## src/rtl/l2_mem_pkg.sv

```systemverilog
// Shared definitions for the L2 memory-side port arbiter: default widths,
// FSM state encoding and port identifiers.
package l2_mem_pkg;

    localparam int DEF_ADDR_W      = 28;
    localparam int DEF_DATA_W      = 128;
    localparam int DEF_TIMEOUT_CYC = 1024;

    typedef enum logic [1:0] {
        IDLE   = 2'd0,
        D_BUSY = 2'd1,
        I_BUSY = 2'd2,
        COOL   = 2'd3
    } state_t;

    localparam logic PORT_D = 1'b0;
    localparam logic PORT_I = 1'b1;

    // A side asking for both a read and a write at once is treated as idle.
    function automatic logic req_valid(input logic read, input logic write);
        return read ^ write;
    endfunction

endpackage

```

## src/rtl/l2_mem_req_latch.sv

```systemverilog
// Capture register for the granted request: address, write line and the
// read/write strobes that drive the main-memory port.
module l2_mem_req_latch #(
    parameter int ADDR_W = 28,
    parameter int DATA_W = 128
) (
    input  logic              clk,
    input  logic              reset_n,
    input  logic              load,
    input  logic              clear,
    input  logic              write,
    input  logic [ADDR_W-1:0] addr,
    input  logic [DATA_W-1:0] wdata,
    output logic              rd_strobe,
    output logic              wr_strobe,
    output logic [ADDR_W-1:0] held_addr,
    output logic [DATA_W-1:0] held_wdata
);

    // Address and data stay put after completion; only the strobes drop.
    always_ff @(posedge clk) begin
        if (!reset_n) begin
            rd_strobe  <= 1'b0;
            wr_strobe  <= 1'b0;
            held_addr  <= '0;
            held_wdata <= '0;
        end else if (load) begin
            rd_strobe  <= ~write;
            wr_strobe  <= write;
            held_addr  <= addr;
            held_wdata <= wdata;
        end else if (clear) begin
            rd_strobe  <= 1'b0;
            wr_strobe  <= 1'b0;
        end
    end

endmodule

```

## src/rtl/l2_mem_port_arbiter.sv

```systemverilog
// Merges the L2 D-side and I-side memory ports onto one main-memory port,
// one transaction at a time, with round-robin arbitration and a timeout flag.
module l2_mem_port_arbiter
    import l2_mem_pkg::*;
#(
    parameter int ADDR_W      = DEF_ADDR_W,
    parameter int DATA_W      = DEF_DATA_W,
    parameter int TIMEOUT_CYC = DEF_TIMEOUT_CYC
) (
    input  logic              clk,
    input  logic              proc_reset_n,
    input  logic              D_mem_read,
    input  logic              D_mem_write,
    input  logic [ADDR_W-1:0] D_mem_addr,
    input  logic [DATA_W-1:0] D_mem_wdata,
    output logic [DATA_W-1:0] D_mem_rdata,
    output logic              D_mem_ready,
    input  logic              I_mem_read,
    input  logic              I_mem_write,
    input  logic [ADDR_W-1:0] I_mem_addr,
    input  logic [DATA_W-1:0] I_mem_wdata,
    output logic [DATA_W-1:0] I_mem_rdata,
    output logic              I_mem_ready,
    output logic              mem_read,
    output logic              mem_write,
    output logic [ADDR_W-1:0] mem_addr,
    output logic [DATA_W-1:0] mem_wdata,
    input  logic [DATA_W-1:0] mem_rdata,
    input  logic              mem_ready,
    output logic              timeout_err
);

    localparam int               CNT_W       = $clog2(TIMEOUT_CYC + 2);
    localparam logic [CNT_W-1:0] TIMEOUT_CNT = CNT_W'(TIMEOUT_CYC);

    state_t            state;
    logic              last_grant;
    logic [CNT_W-1:0]  wait_cnt;
    logic [DATA_W-1:0] d_hold;
    logic [DATA_W-1:0] i_hold;

    logic              d_valid;
    logic              i_valid;
    logic              grant_d;
    logic              grant_i;
    logic              busy_d;
    logic              busy_i;
    logic              done;
    logic              sel_write;
    logic [ADDR_W-1:0] sel_addr;
    logic [DATA_W-1:0] sel_wdata;

    assign d_valid = req_valid(D_mem_read, D_mem_write);
    assign i_valid = req_valid(I_mem_read, I_mem_write);
    assign busy_d  = (state == D_BUSY);
    assign busy_i  = (state == I_BUSY);
    assign done    = (busy_d | busy_i) & mem_ready;

    // In COOL, last_grant is the side that just completed; its stale request is ignored.
    always_comb begin
        grant_d = 1'b0;
        grant_i = 1'b0;
        case (state)
            IDLE: begin
                if (d_valid && (!i_valid || last_grant == PORT_I)) begin
                    grant_d = 1'b1;
                end else if (i_valid) begin
                    grant_i = 1'b1;
                end
            end
            COOL: begin
                if (last_grant == PORT_D) begin
                    grant_i = i_valid;
                end else begin
                    grant_d = d_valid;
                end
            end
            default: ;
        endcase
    end

    assign sel_write = grant_i ? I_mem_write : D_mem_write;
    assign sel_addr  = grant_i ? I_mem_addr  : D_mem_addr;
    assign sel_wdata = grant_i ? I_mem_wdata : D_mem_wdata;

    l2_mem_req_latch #(
        .ADDR_W(ADDR_W),
        .DATA_W(DATA_W)
    ) u_req_latch (
        .clk       (clk),
        .reset_n   (proc_reset_n),
        .load      (grant_d | grant_i),
        .clear     (done),
        .write     (sel_write),
        .addr      (sel_addr),
        .wdata     (sel_wdata),
        .rd_strobe (mem_read),
        .wr_strobe (mem_write),
        .held_addr (mem_addr),
        .held_wdata(mem_wdata)
    );

    always_ff @(posedge clk) begin
        if (!proc_reset_n) begin
            state       <= IDLE;
            last_grant  <= PORT_I;
            wait_cnt    <= '0;
            timeout_err <= 1'b0;
            d_hold      <= '0;
            i_hold      <= '0;
        end else begin
            case (state)
                IDLE, COOL: begin
                    if (grant_d || grant_i) begin
                        state      <= grant_d ? D_BUSY : I_BUSY;
                        last_grant <= grant_d ? PORT_D : PORT_I;
                        wait_cnt   <= '0;
                    end else begin
                        state <= IDLE;
                    end
                end
                D_BUSY, I_BUSY: begin
                    if (mem_ready) begin
                        state <= COOL;
                        if (mem_read && busy_d) d_hold <= mem_rdata;
                        if (mem_read && busy_i) i_hold <= mem_rdata;
                    end else begin
                        // Saturates so a long stall cannot wrap and re-trigger.
                        if (wait_cnt < TIMEOUT_CNT) wait_cnt <= wait_cnt + 1'b1;
                        if (TIMEOUT_CYC != 0 && wait_cnt + 1'b1 == TIMEOUT_CNT) timeout_err <= 1'b1;
                    end
                end
                default: state <= IDLE;
            endcase
        end
    end

    // The L2 samples rdata a cycle after ready, so the held copy must persist.
    assign D_mem_ready = busy_d & mem_ready;
    assign I_mem_ready = busy_i & mem_ready;
    assign D_mem_rdata = (D_mem_ready && mem_read) ? mem_rdata : d_hold;
    assign I_mem_rdata = (I_mem_ready && mem_read) ? mem_rdata : i_hold;

endmodule

```

## config.mk

```make
export PLATFORM = sky130hd
export DESIGN_NAME = l2_mem_port_arbiter
export DESIGN_NICKNAME = d
export VERILOG_FILES = /design/src/rtl/l2_mem_pkg.sv /design/src/rtl/l2_mem_req_latch.sv /design/src/rtl/l2_mem_port_arbiter.sv
export SDC_FILE = /design/constraint.sdc
export NUM_CORES = 1
export LEC_CHECK = 0
export CAP_MARGIN = 15
export CORE_AREA = 4 4 334 336
export CTS_BUF_LIST = sky130_fd_sc_hd__clkbuf_8 sky130_fd_sc_hd__clkbuf_16
export DETAILED_ROUTE_END_ITERATION = 8
export DIE_AREA = 0 0 338 340
export GPL_TIMING_DRIVEN = 1
export HOLD_SLACK_MARGIN = 0.03
export PLACE_DENSITY = 0.46
export SLEW_MARGIN = 10
export SYNTH_ARGS = -nofsm -noshare
export SYNTH_HDL_FRONTEND = slang
export SYNTH_SLANG_ARGS = --single-unit
```

## constraint.sdc

```tcl
create_clock -name clk -period 3.9 [get_ports clk]
set_input_delay 0.585 -clock clk [delete_from_list [all_inputs] [get_ports clk]]
set_output_delay 0.585 -clock clk [all_outputs]
set_load 0.005 [all_outputs]
```

# == Yosys cells after proc, flatten, opt, wreduce, memory -nomap -nowiden ==
# Cells that the tools add are included.
# totals
register_bits,429
in_bits,447
elab_cells,70
# op_classes
addsub,1
order_cmp,1
n_eq_ne,8
n_mux,24
n_bitwise,9
reduce_logical,17
# op_table
cell,count
two-way mux 128 bit,3
two-way mux 11 bit,3
two-way mux 28 bit,1
one-hot mux 11 bit (2 select lines),1
AND reduction 3 bit,4
"adder 11 x 1 -> 11 bit, second input constant",1
"== test 11 bit, second input constant",1
"less-than comparator 11 bit, second input constant",1
two-way mux 1 bit,10
"!= test 2 bit, second input constant",4
two-way mux 2 bit,3
logical AND 1 bit,5
"== test 2 bit, second input constant",2
one-hot mux 1 bit (2 select lines),2
one-hot mux 2 bit (2 select lines),1
OR reduction 2 bit,2
AND 1 bit,3
"== test 2 x 1 -> 1 bit, second input constant",1
zero test 2 bit,1
logical OR 1 bit,2
NOT 1 bit,2
bitwise OR 1 bit,2
AND reduction 2 bit,1
nonzero test 2 bit,1
other kinds (2),3

# == Longest topological paths before layout ==
# Gate-level depths: netlist of the first run.
# logic_depth
ltp_word,9
ltp_mapped,9
mapped_depth_nobuf,7

# == Hierarchy ==
# A second synthesis of the first run with hierarchy kept.
# unflattened
cells_unflattened,2216
area_unflattened_um2,21132.8
# by_module_without_submodules
module,n_inst,cells_each,area_per_inst_um2,seq_area_each_um2
l2_mem_port_arbiter,1,1706,15152.0,5425.2
l2_mem_req_latch,1,510,5980.7,3163.0

# == Worst setup path before layout of the first run ==
# No wires, ideal clock.
# synth_timing
kind,input to output
start,input mem_ready
end,output I_mem_rdata[107]
arrival_ps,1796
required_ps,3315
path_slack_ps,1519
path_stages,5
path_cell_list,and2_1 nand2_1 clkbuf_1 buf_2 mux2_2
# synth_between
elab_chain_cells,3
# synth_rtl
item,line_no,rtl
from (decl),l2_mem_port_arbiter.sv:29,"input logic mem_ready,"
AND 1 bit,l2_mem_port_arbiter.sv:140,assign I_mem_ready = busy_i & mem_ready;
logical AND 1 bit,l2_mem_port_arbiter.sv:142,assign I_mem_rdata = (I_mem_ready && mem_read) ? mem_rdata : i_hold;
two-way mux 128 bit,l2_mem_port_arbiter.sv:142,
to (decl),l2_mem_port_arbiter.sv:22,"output logic [DATA_W-1:0] I_mem_rdata,"
# Every way passes these cells.

# == Worst setup path in the final report of the first run ==
# layout_timing
start,register state[0]
end,output I_mem_rdata[16]
# layout_between
elab_chain_cells,4
# layout_rtl
item,line_no,rtl
from (decl),l2_mem_port_arbiter.sv:36,state_t state;
from (signal assigned),l2_mem_port_arbiter.sv:115,state <= grant_d ? D_BUSY : I_BUSY;
== test 2 bit,l2_mem_port_arbiter.sv:56,assign busy_i = (state == I_BUSY);
AND 1 bit,l2_mem_port_arbiter.sv:140,
logical AND 1 bit,l2_mem_port_arbiter.sv:142,
two-way mux 128 bit,l2_mem_port_arbiter.sv:142,
# Every way passes these cells.

==> metrics.md, run 1 <==
| Metric | Value |
|---|---|
| Outcome | `finished, final reports clean` |
| Area grow syn2layout | `59.1%` |
| Seq pwr share | `32.6%` |
| Mux share of post-synthesis cell area | `22.2%` |
| H-tree depth | `2` |
| Wire length per cell | `21.3 um` |
| Total Die Area | `115000 um2` |
| Slew Viols, Final | `0` |
| GP Congestion | `0.804` |
| Net Count, Synth | `2679` |
| Fraction of registers with async set/reset | `0%` |
| Worst EP required | `3.31 ns` |
| Total power | `17.9 mW` |
| Final setup vio count | `0` |
| Post-Synth Adder-Cell Area | `0.374%` |
| CP max FO | `36` |
| Via Count | `18.6k` |
| Max Clk Rate | `281 MHz` |
| Drt via density | `4.17` |
| Crit Path Class | `reg -> out` |
| Setup repair bufs after CTS | `0` |
| CP Data Arrival Time | `2.97 ns` |
| Sequential share of the synthesized area | `42.8%` |
| Worst-margin pin slew | `0.816 ns` |
| Power per standard cell area | `560 nW/um2` |
| Antenna violations before repair | `16` |
| Yosys warns | `0` |
| Fin Setup TNS | `0 ns` |
| Std cell rows | `121` |
| DP Area | `30100 um2` |
| Comb pwr share | `39.3%` |
| Top cell type's share of synthesized area | `42.8%` |
| Num CTS Buffers | `54` |
| Slew headroom | `45.6%` |
| First-pass GRT wire length | `133000 um` |
| Initial Util | `18.5%` |
| Global route overflow | `0` |
| Simple-gate portion of the synthesized area | `11.2%` |
| Internal power | `11.6 mW` |
| RSZ-0062 raised after global routing | `false` |
| Fin area | `31900 um2` |
| GRT Util Overall | `15.7%` |
| Fin crit share | `91.2%` |
| Net Switching | `6.28 mW` |
| Nets | `3441` |
| CTS tree | `yes` |
| Pleak | `12.3 nW` |
| Most common cell in the netlist | `nand2_1` |
| Netlist cell types | `44` |
| Largest net degree at the start of global routing | `176` |
| Worst skew pair latency | `0.63 ns` |
| Post-Synthesis Cells | `2226` |
| Peak VDD IR | `0.000622 V` |
| Synth area leaders | `dfxtp_1 (43%), mux2_2 (14%), nand2_1 (9.9%)` |
| Buffers on Ports | `863` |
| Core Region | `109000 um2` |
| Clock tree sinks | `429` |
| Post-route ant nets | `0` |
| HP Class | `in -> reg` |
| Hold Buf Count CTS | `0` |
| Vias in the first global route | `18.1k` |
| Crit end category | `primary output` |
| Die Ht | `340 um` |
| Final setup skew | `0.0288 ns` |
| Final min period | `3.56 ns` |
| Drt total wl | `95000 um` |
| Drt drc | `0` |
| DP HPWL | `71200 um` |
| Post-cts resize count | `0` |
| Largest family of logic cells by synthesized area | `multiplexers` |
| Dominant cell type by area after synthesis | `dfxtp_1` |
| Die Wd | `338 um` |
| XOR/XNOR Fraction of Synth Area | `0.349%` |
| Main synth FF type | `dfxtp_1` |
| Clock-pin slew on the worst setup and hold paths | `0.06 ns` |
| CTS max path bufs | `3` |
| Syn avg cell area | `9.01 um2` |
| MaxCap Viol Count | `0` |
| Seq cells post-synth | `429` |
| Clock Power Share | `28.1%` |
| DRT iter0 DRCs | `994` |
| Synth cell count leaders | `nand2_1 (527), dfxtp_1 (429), a21boi_0 (257)` |
| Synthesized area | `20100 um2` |
| Detailed Routing Iterations Pass 1 | `5` |
| Share of cells above drive strength 1 | `12.9%` |
| Post-synthesis compound-gate area fraction | `18.6%` |
| Number of top-level pins | `864` |
| Number of enable flip-flop cells after synthesis | `0` |
| Clock root buffer | `clkbuf_16` |
| Switching part of the total | `35.2%` |
| Worst setup SP type | `register` |
| Final hold viol count | `0` |
-- routing by layer --
| layer | GRT usage [%] | part of all wire, % |
|---|---|---|
| met1 | 17.8 | 39 |
| met2 | 27.5 | 50 |
| met3 | 4.71 | 7.6 |
| met4 | 5.95 | 3.3 |
| met5 | 0 | 0.028 |
-- final cells by class --
type,count,area [um2]
inverters,3,11.3
fillers,11600,76600
clock inverters,31,228
repair buffers,895,9110
multi-input cells,1605,10600
diodes,12,30.0
clock buffers,68,1540
well taps,1414,1770
flip-flops and latches,429,8590
-- cell families (layout without fill, tap and decap cells) --
logic type	after synthesis	after routing
AO/OA/AOI/OAI	605	605
AND/OR/NAND/NOR	574	574
flip-flops	429	429
multiplexers	412	412
buffers and inverters	192	997
XOR/XNOR	8	8
adder cells (fa/ha/maj)	6	6
other	0	12
-- cell usage in the layout, fill, tap and decap left out, types with 3 or more instances in the layout --
master / instances
inv_1: 11
dfxtp_1: 429
mux2i_1: 156
nand2b_1: 4
buf_4: 14
o21ai_0: 9
clkbuf_8: 14
buf_12: 18
nor2_1: 6
a21boi_0: 257
clkinv_2: 14
clkdlybuf4s50_1: 862
a31oi_1: 10
nand3_1: 11
a21boi_1: 4
inv_6: 3
ha_1: 6
xor2_1: 3
a21oi_1: 160
and3_1: 3
o21ai_1: 156
and2_1: 3
diode_2: 12
mux2_2: 256
clkbuf_16: 54
xnor2_1: 5
nand2_1: 525
-- worst max-delay path, cell delays in order, from the launching register on --
cell,delay [ns]
dfxtp_1,0.38
inv_1,0.08
ha_1,0.19
and2_1,0.20
nand2_4,0.18
buf_4,0.43
mux2_2,0.40
clkdlybuf4s50_1,0.45
-- state kept, by name (all words and copies together) (netlist names) --
signal / flops
d_hold: 128
i_hold: 128
last_grant: 1
state: 2
timeout_err: 1
u_req_latch.held_addr: 28
u_req_latch.held_wdata: 128
u_req_latch.rd_strobe: 1
u_req_latch.wr_strobe: 1
wait_cnt: 11
-- power by group through the flow --
stage / Sequential [mW] / Clock (mW) / Combinational [mW]
after floorplan: 5.90 / 0 / 3.22
after global placement: 5.89 / 0 / 7.13
after detailed placement: 5.89 / 0 / 7.14
after CTS: 5.82 / 5.26 / 7.16
after global routing: 5.93 / 5.40 / 7.56
final: 5.82 / 5.02 / 7.02
-- metrics by stage --
stage / hold slack (ns) / worst slack [ns] / std cells / util (%)
final: 0.327 / 0.344 / 4457 / 29.4
after global routing: 0.315 / 0.161 / 4450 / 29.4
after CTS: 0.276 / 0.232 / 4445 / 29.4
after detailed placement: 0.453 / 0.404 / 4346 / 27.7
after global placement: 0.448 / 0.443 / 4346 / 27.7
after floorplan: 0.440 / 1.52 / 2226 / -
-- path summary, 6_finish.rpt --
kind | start | endpoint | slack [ns] | depth (start not counted)
hold / removal | proc_reset_n | last_grant | 0.33 | 2
setup reg to reg | state[0] | u_req_latch.held_wdata[23] | 1.09 | 7
setup / recovery | state[0] | I_mem_rdata[16] | 0.34 | 7
hold reg to reg | d_hold[50] | d_hold[50] | 0.46 | 2
No activity file was read; power rests on OpenSTA's default activity.
==> run 2: changes to the inputs <==
clock period = 3.4 ns   (was 3.9 ns; I/O delays follow)
==> metrics.md, run 2 (synthesized netlist as in run 1, its figures left out) <==
| Metric | Value |
|---|---|
| Fill count | `11.4k (-1.2%)` |
| Worst-margin pin slew | `0.962 ns (+0.146 ns)` |
| Worst-path cell chain | `inv_1, ha_1, and2_4, nand2_4, buf_16, buf_12, mux2_2, clkdlybuf4s50_1` |
| Final hold viol count | `0 (unchanged)` |
| RR Endpoint | `wait_cnt[3]` |
| Dpl cells | `4391 (+1.0%)` |
| GRT Util Overall | `16.2% (+0.51 points)` |
| Final setup skew | `0.0233 ns (-0.00551 ns)` |
| Detailed Routing Iterations Pass 1 | `7 (+2)` |
| Most common cell after layout, fill and taps aside | `clkdlybuf4s50_1` |
| Worst setup SP type | `register` |
| Clock-pin slew on the worst setup and hold paths | `0.06 ns (about the same)` |
| Wire length per cell | `21.8 um (+2.3%)` |
| Nets | `3522 (+2.4%)` |
| Worst Setup SP | `state[0]` |
| CTS max path bufs | `3 (unchanged)` |
| DRT iter0 DRCs | `865 (-13%)` |
| Vias in the first global route | `19.1k (+5.2%)` |
| CTS tree | `yes` |
| Final setup vio count | `0 (unchanged)` |
| CP max FO | `9 (-75%)` |
| Via Count | `19.0k (+2.6%)` |
| Drt via density | `4.20 (+0.91%)` |
| Share of cells above drive strength 1 | `15.1% (+2.2 points)` |
| Drt drc | `0 (unchanged)` |
| Largest net degree at the start of global routing | `183 (+4.0%)` |
| Peak VDD IR | `0.000466 V (-25%)` |
| Non-filler cells, final | `4531 (+1.7%)` |
| Register area | `8590 um2 (about the same)` |
| GP Congestion | `0.835 (+3.9%)` |
| Buffers on Ports | `863 (unchanged)` |
| Pleak | `14.0 nW (+14%)` |
| Post-route ant nets | `0 (unchanged)` |
| Die Wd | `338 um (unchanged)` |
| MaxCap Viol Count | `0 (unchanged)` |
| Worst setup path end | `I_mem_rdata[17]` |
| Hold_ws | `0.265 ns (-0.0621 ns)` |
| Global route overflow | `0 (unchanged)` |
| Total power | `21.4 mW (+20%)` |
| Total Die Area | `115000 um2 (unchanged)` |
| Area of the multi-input gates | `10600 um2 (about the same)` |
| Area grow syn2layout | `65.1%` |
| Reg2reg start | `state[0]` |
| First-pass GRT wire length | `138000 um (+4.2%)` |
| Worst stage delay on the critical path | `0.52 ns (+0.07 ns)` |
| Power per standard cell area | `647 nW/um2 (+16%)` |
| Antenna violations before repair | `17 (+1)` |
| Reg2reg setup slack | `0.92 ns (-0.17 ns)` |
| Num CTS Buffers | `56 (+3.7%)` |
| Most frequent cells in the layout | `clkdlybuf4s50_1 (766), nand2_1 (525), dfxtp_1 (427)` |
| Max Clk Rate | `306 MHz` |
| H-tree depth | `2 (unchanged)` |
| Biggest regs | `d_hold x128, i_hold x128, u_req_latch.held_wdata x128` |
| Slew Viols, Final | `0 (unchanged)` |
| DP HPWL | `72000 um (+1.1%)` |
| Drt total wl | `98800 um (+4.0%)` |
| Worst EP required | `2.89 ns (-0.42 ns)` |
| CP Data Arrival Time | `2.75 ns (-0.22 ns)` |
| Core Region | `109000 um2 (unchanged)` |
| Worst path slowest cell | `clkdlybuf4s50_1` |
| DP Area | `30600 um2 (+1.6%)` |
| Worst reg-to-reg path cell count | `7 (unchanged)` |
| Fin area | `33100 um2 (+3.8%)` |
| Initial Util | `18.5% (unchanged)` |
| Number of top-level pins | `864 (unchanged)` |
| Slew headroom | `35.9% (-9.7 points)` |
| Crit Path Class | `reg -> out` |
| Std cell rows | `121 (unchanged)` |
| HP Class | `in -> reg` |
| Final min period | `3.26 ns` |
| Die Ht | `340 um (unchanged)` |
| Clock root buffer | `clkbuf_16` |
| Hold Buf Count CTS | `0 (unchanged)` |
| Outcome | `finished, final reports clean` |
| Crit end category | `primary output` |
| Clock tree sinks | `429 (unchanged)` |
| Fin crit share | `96.0%` |
| Hold_sp | `proc_reset_n` |
| Worst skew pair latency | `0.64 ns (about the same)` |
-- run 2: worst min path at each step --
stage | end | cells after the start | slack, ns
finish | i_hold[0] | 2 | 0.26
global route | d_hold[4] | 2 | 0.24
CTS | u_req_latch.held_wdata[94] | 3 | 0.20
detailed placement | d_hold[21] | 2 | 0.46
global placement | d_hold[68] | 2 | 0.45
floorplan | d_hold[0] | 2 | 0.44
-- run 2: repair_timing --
item | in CTS | in global routing
setup endpoints to repair | 135 | 80
gates cloned | 7 | 4
gates resized for setup | 71 | 47
setup buffers | 16 | 8
-- run 2: layout make-up --
cell class | instances | share of cell area (%)
Timing Repair Buffer | 974 | 30.9
Clock buffer | 68 | 4.76
Inverter | 3 | 0.0340
Sequential cell | 429 | 25.9
Multi-Input combinational cell | 1605 | 32.1
Antenna cell | 8 | 0.0605
Tap cell | 1414 | 5.34
Clock inverter | 30 | 0.862
-- run 2: per-stage QoR --
stage | util [%] | setup TNS (ns) | setup slack [ns]
after floorplan | - | 0 | 1.10
after global placement | 28.2 | 0 | 0.217
after detailed placement | 28.2 | 0 | 0.196
after CTS | 30.3 | -0.0437 | -0.0124
after global routing | 30.5 | -0.000496 | -0.000496
final | 30.5 | 0 | 0.136
-- run 2: power breakdown --
| group | switching (mW) | total (mW) | leakage [nW] | internal, mW |
|---|---|---|---|---|
| Clock | 2.46 | 6.10 | 0.955 | 3.64 |
| Combinational | 4.29 | 8.53 | 9.52 | 4.24 |
| Sequential | 0.693 | 6.78 | 3.49 | 6.09 |
-- run 2: metal layers --
| metal | global-route usage [%] | share of wire [%] | vias to the layer above | routed length, um |
|---|---|---|---|---|
| met1 | 17.9 | 38 | 8895 | 38000 |
| met4 | 3.99 | 2.2 | 14 | 2160 |
| met5 | 0 | 0.10 | - | 100 |
| met3 | 5.11 | 7.9 | 112 | 7760 |
| met2 | 29.8 | 51 | 588 | 50800 |
| li1 | - | - | 9439 | - |
-- run 2: critical path, delay by kind of cell (launching register included) --
kind / cells / cell delay [ns]
AND/OR/NAND/NOR: 2 / 0.30
multiplexers: 1 / 0.34
adder cells (fa/ha/maj): 1 / 0.20
flip-flops: 1 / 0.35
buffers and inverters: 4 / 0.92
==> run 3: changes to the inputs <==
CAP_MARGIN = 20   (was 15)
==> results of run 3 <==
The final DEF is identical to that of run 2; final timing and power are the same.
